`config.mk`:
```
export PLATFORM = sky130hd
export DESIGN_NAME = pc_sequencer
export DESIGN_NICKNAME = d
export VERILOG_FILES = /design/src/rtl/cpu_pkg.sv /design/src/rtl/jump_lut.sv /design/src/rtl/pc_sequencer.sv
export SDC_FILE = /design/constraint.sdc
export NUM_CORES = 1
export LEC_CHECK = 0
export BUFFER_PORTS_ARGS = -buffer_cell sky130_fd_sc_hd__buf_2
export CORE_UTILIZATION = 42
export DETAILED_ROUTE_END_ITERATION = 10
export PLACE_DENSITY = 0.7
export RECOVER_POWER = 100
export SETUP_SLACK_MARGIN = 0.3
export SLEW_MARGIN = 20
export SYNTH_ARGS = -nofsm -noshare
export SYNTH_HDL_FRONTEND = slang
export SYNTH_SLANG_ARGS = --single-unit
```
`constraint.sdc`:
```
create_clock -name clk -period 3.7 [get_ports clk]
set_clock_uncertainty 0.05 [all_clocks]
set_input_delay 0.37 -clock clk [delete_from_list [all_inputs] [get_ports clk]]
set_output_delay 0.37 -clock clk [all_outputs]
set_load 0.02 [all_outputs]
```
`src/rtl/cpu_pkg.sv`:
```
// Shared definitions for the 9-bit accumulator core: sequencer states, opcodes, operand width.
package cpu_pkg;

  typedef enum logic [2:0] {
    StIdle,
    StFetch,
    StWait,
    StExec,
    StMem,
    StHalt
  } seq_state_t;

  localparam int unsigned OPERAND_W = 4;

  localparam logic [4:0] OP_LOADM  = 5'd17;
  localparam logic [4:0] OP_STOREM = 5'd19;
  localparam logic [4:0] OP_BEQ    = 5'd22;
  localparam logic [4:0] OP_RB     = 5'd23;
  localparam logic [4:0] OP_AB     = 5'd24;
  localparam logic [4:0] OP_DONE   = 5'd31;

endpackage

```
`src/rtl/jump_lut.sv`:
```
// Absolute-branch target table: 16 fixed PC targets indexed by the instruction operand.
module jump_lut #(
  parameter int unsigned PC_W = 10
) (
  input  logic [3:0]      i_idx,
  output logic [PC_W-1:0] o_target
);

  localparam logic [9:0] LUT_INIT [16] = '{
    10'h000, 10'h040, 10'h120, 10'h0c0, 10'h100, 10'h140, 10'h180, 10'h1c0,
    10'h200, 10'h240, 10'h280, 10'h2c0, 10'h300, 10'h340, 10'h380, 10'h3ff
  };

  assign o_target = PC_W'(LUT_INIT[i_idx]);

endmodule

```
`src/rtl/pc_sequencer.sv`:
```
// Fetch/execute sequencer owning the PC and issuing exec/mem strobes.
// Optional run-length counter built only when SEQ_CYCLE_COUNT_EN is defined.
module pc_sequencer
  import cpu_pkg::*;
#(
  parameter int unsigned     PC_W     = 10,
  parameter logic [PC_W-1:0] START_PC = '0,
  parameter int unsigned     CNT_W    = 16
) (
  input  logic             clk,
  input  logic             rst_n,
  input  logic             start,
  input  logic             imem_valid,
  input  logic [8:0]       imem_data,
  input  logic             dec_dat_write,
  input  logic             dec_acc_src,
  input  logic             dec_compare,
  input  logic             dec_reljump,
  input  logic             dec_absjump,
  input  logic             dec_done,
  input  logic             eq_flag,
  output logic [PC_W-1:0]  pc,
  output logic             imem_req,
  output logic [PC_W-1:0]  imem_addr,
  output logic [8:0]       instr_q,
  output logic             exec_stb,
  output logic             mem_stb,
  output logic             busy,
  output logic             done,
  output logic [CNT_W-1:0] cycle_count
);

  seq_state_t      r_state, w_state_next;
  logic [PC_W-1:0] r_pc, w_pc_next;
  logic [8:0]      r_instr;
  logic [PC_W-1:0] w_jump_target;
  logic [PC_W-1:0] w_rel_off;
  logic            w_start_ok;

  jump_lut #(
    .PC_W (PC_W)
  ) u_jump_lut (
    .i_idx    (r_instr[3:0]),
    .o_target (w_jump_target)
  );

  assign w_rel_off  = {{(PC_W-OPERAND_W){r_instr[OPERAND_W-1]}}, r_instr[OPERAND_W-1:0]};
  assign w_start_ok = start & ((r_state == StIdle) | (r_state == StHalt));

  always_ff @(posedge clk or negedge rst_n) begin
    if (!rst_n) begin
      r_state <= StIdle;
      r_pc    <= START_PC;
      r_instr <= '0;
    end else begin
      r_state <= w_state_next;
      r_pc    <= w_pc_next;
      if (r_state == StWait && imem_valid) r_instr <= imem_data;
    end
  end

  always_comb begin
    w_state_next = r_state;
    unique case (r_state)
      StIdle, StHalt: if (start) w_state_next = StFetch;
      StFetch:        w_state_next = StWait;
      StWait:         if (imem_valid) w_state_next = StExec;
      StExec: begin
        if (dec_done)                         w_state_next = StHalt;
        else if (dec_dat_write | ~dec_acc_src) w_state_next = StMem;
        else                                  w_state_next = StFetch;
      end
      StMem:          w_state_next = StFetch;
      default:        w_state_next = StIdle;
    endcase
  end

  // PC only moves on an accepted start or on the edge leaving EXEC.
  always_comb begin
    w_pc_next = r_pc;
    if (w_start_ok) begin
      w_pc_next = START_PC;
    end else if (r_state == StExec) begin
      if (dec_done)                                      w_pc_next = r_pc;
      else if (dec_absjump)                              w_pc_next = w_jump_target;
      else if (dec_reljump & (~dec_compare | eq_flag))   w_pc_next = r_pc + w_rel_off;
      else                                               w_pc_next = r_pc + 1'b1;
    end
  end

  always_comb begin
    imem_req = 1'b0;
    exec_stb = 1'b0;
    mem_stb  = 1'b0;
    busy     = 1'b0;
    done     = 1'b0;
    unique case (r_state)
      StFetch: begin imem_req = 1'b1; busy = 1'b1; end
      StWait:  busy = 1'b1;
      StExec:  begin exec_stb = 1'b1; busy = 1'b1; end
      StMem:   begin mem_stb  = 1'b1; busy = 1'b1; end
      StHalt:  done = 1'b1;
      default: ;
    endcase
  end

  assign pc        = r_pc;
  assign imem_addr = r_pc;
  assign instr_q   = r_instr;

`ifdef SEQ_CYCLE_COUNT_EN
  logic [CNT_W-1:0] r_cycle_count;

  always_ff @(posedge clk or negedge rst_n) begin
    if (!rst_n) begin
      r_cycle_count <= '0;
    end else if (w_start_ok) begin
      r_cycle_count <= '0;
    end else if (busy && r_cycle_count != {CNT_W{1'b1}}) begin
      r_cycle_count <= r_cycle_count + 1'b1;
    end
  end

  assign cycle_count = r_cycle_count;
`else
  assign cycle_count = '0;
`endif

endmodule

```
==> results by group <==
Floorplanning
  • Row count: 22
  • Die ar.: 4360 um2
  • Core area: 3800 um2
  • Initial Utilization: 45.4%
  • Boundary Pins: 70
  • Die height: 66.1 um
  • Die W: approximately 66 um

Worst setup path
  • CP required: 3.84 ns
  • CP endpoint kind: flop
  • Critical Path AT: 2.75 ns
  • CP Max Fanout: 12
  • Worst r2r src: instr_q[3]
  • Critical Path Start Type: flop
  • CP Launch Point: instr_q[3]
  • Crit Path Category: flop to flop

Synth
  • Synth cell types: 45
  • Main combinational cell family by area after synthesis: simple AND/OR/NAND/NOR gates
  • Post-Synth XOR/XNOR Area: 3.56%
  • Simple-gate share of the synthesized area: 21.4%
  • Post-synthesis mux area share: 6.46%
  • Yosys top cell area share: 32.0%
  • Synth Cell Area: between 1500 and 2000 um2
  • Post-synth EDFFs: 0
  • Count leader, synth: buf_4
  • Synthesis-stage register bit count: 22
  • Most frequent cells after synthesis: buf_4 (26), dfrtp_1 (22), nor2_1 (21)
  • Syn Inst Count: about 200
  • Top FF cell, synth: dfrtp_1
  • Post-synthesis compound-gate area fraction: approximately 17%
  • Synth warn: 0
  • Synth area leaders: dfrtp_1 (32%), buf_4 (11%), mux2_2 (5.9%)
  • Sequential area share after synthesis: 32.0%
  • Adder-cell area share of the yosys netlist: 4.07%
  • Syn Area/Cell: approximately 8.5 um2
  • Ys async rst share: 100%
  • Post-synth top area cell: dfrtp_1

Global route
  • First-pass GRT wire length: 6.24 mm
  • Pin count of the biggest net entering global routing: 23
  • Number of global-route vias before repair: 1341
  • Antenna violations before repair: 0
  • Grt total ovfl: 0
  • GRT Overall Usage: 18.3%

Hold path
  • Hold/Removal Path Class: input pin to flop
  • Start point of the worst hold path: imem_data[4]

Detailed routing
  • 1st-iter DRT viols: 85
  • DR pass1 iterations: 4
  • Avg WL per Cell: 12.8 um
  • Antenna viol nets, final: 0
  • Vias after detailed routing: 1527
  • Vias per cell: 5.25
  • Final WL: 3.72 mm
  • DRC: 0

Clock network
  • CTS Buf Count: 3
  • Post-CTS Setup Repair Bufs: 0
  • CTS max path bufs: 2
  • PostCTS Resize Cnt: 0
  • H-tree depth: 1
  • Root Driver: clkbuf_8
  • Hold Buf Count CTS: 0
  • CTS Sinks: 22
  • Clock transition at path regs: 0.09 ns
  • Clk Latency, worst-skew pair: 0.27 ns
  • CTS tree: yes

Pwr
  • Worst vdd ir: 0.492 mV
  • Power density cells: 875 nW/um2
  • Static Leak: 0.000828 uW
  • Design Power: 1660 uW

Layout
  • Nets@finish: 269
  • Fillers: 390
  • FF/Latch Area: 551 um2
  • Final core occ: 49.9%
  • Fraction of layout cells with a size suffix above 1: 14.4%
  • Multi-input gate area: between 900 and 1000 um2
  • ANT cells: 0
  • Syn-to-layout area delta: 10.1%

Timing
  • Final setup viols: 0
  • Final period util: 70.4%
  • Fin Setup TNS: 0 ns
  • Worst-margin pin slew: roughly 1.7 ns
  • Unrepaired setup endpoints after global routing: no
  • Endpoints failing hold: 0
  • Slew Limit Headroom: -12.0%
  • Pins Over Slew Limit: 10
  • Min Hold Slack: 0.274 ns
  • Max Clock Freq: 384 MHz
  • Final setup margin: 1.09 ns
  • Minimum clock period: 2.61 ns

Placement
  • IO buf count: 53
  • DP Wirelength: 2.73 mm
  • GP Congestion: ~0.86
  • Setup WS pre-CTS: 0.994 ns

Outcome
  • Failing checks: capacitance limit, slew limit
  • Outcome: complete, but fails checks

Job
  • # Max-Cap Violations: 1
## flip-flops by register name, summed over array words and instances, names as in the netlist
name / cells
r_state: 3
instr_q: 9
imem_addr: 10
## layout make-up
type / count / share of cell area [%]
well taps: 48 / 3.17
clock inverters: 1 / 1.58
flip-flops and latches: 22 / 29.0
inverters: 11 / 2.18
repair buffers: 54 / 12.1
multi-input cells: 152 / 49.8
clock buffers: 3 / 2.18
## critical path: stages (launching register included)
cell and delay [ns]:
dfrtp_1 0.48, nand3_1 0.40, clkinv_1 0.32, ha_1 0.45, nand4_1 0.15, nor2_1 0.17
a311oi_1 0.11, a31oi_1 0.16, nor3_1 0.06, nor3_1 0.16
## cells by family (layout without fill, tap and decap cells)
logic type	after synthesis	after routing
AO/OA/AOI/OAI	44	44
XOR/XNOR	7	7
adder cells (fa/ha/maj)	5	5
buffers and inverters	44	69
flip-flops	22	22
multiplexers	10	10
other	1	16
AND/OR/NAND/NOR	70	70
## routing by layer
layer / track usage (%) / vias up / part of all wire (%)
li1: - / 753 / -
met3: 4.14 / 4 / 7.9
met5: 0 / - / 0
met2: 29.8 / 73 / 46
met4: 2.39 / 0 / 0.59
met1: 25.3 / 697 / 46
## final timing paths
check	slack [ns]	cells after the start	to
max in group asynchronous	2.60	1	imem_addr[5]
min	0.27	2	instr_q[4]
max	1.09	9	imem_addr[9]
min reg2reg	0.47	1	instr_q[7]
min in group asynchronous	0.28	1	imem_addr[1]
max reg2reg	1.09	9	imem_addr[9]
## power by group
part | switching (uW) | internal (uW)
registers | 185 | 350
logic | 556 | 337
clock network | 87.2 | 145
## stage by stage
step	std cells	instance area, um2
CTS	291	1960
floorplan	218	1780
global placement	287	1880
finish	291	1900
global route	291	1900
detailed placement	287	1880
## cells in the final DEF (no fill, tap or decap), types with 5 or more instances in the layout
master and n:
dfrtp_1 22, conb_1 16, clkbuf_1 35, a21oi_1 7, inv_1 10, nor2b_1 5
o21ai_0 14, xnor2_1 7, nand2_1 14, buf_2 18, nor2_1 21, mux2_2 8
nor3_1 8
Power figures use the tool's default switching activity.
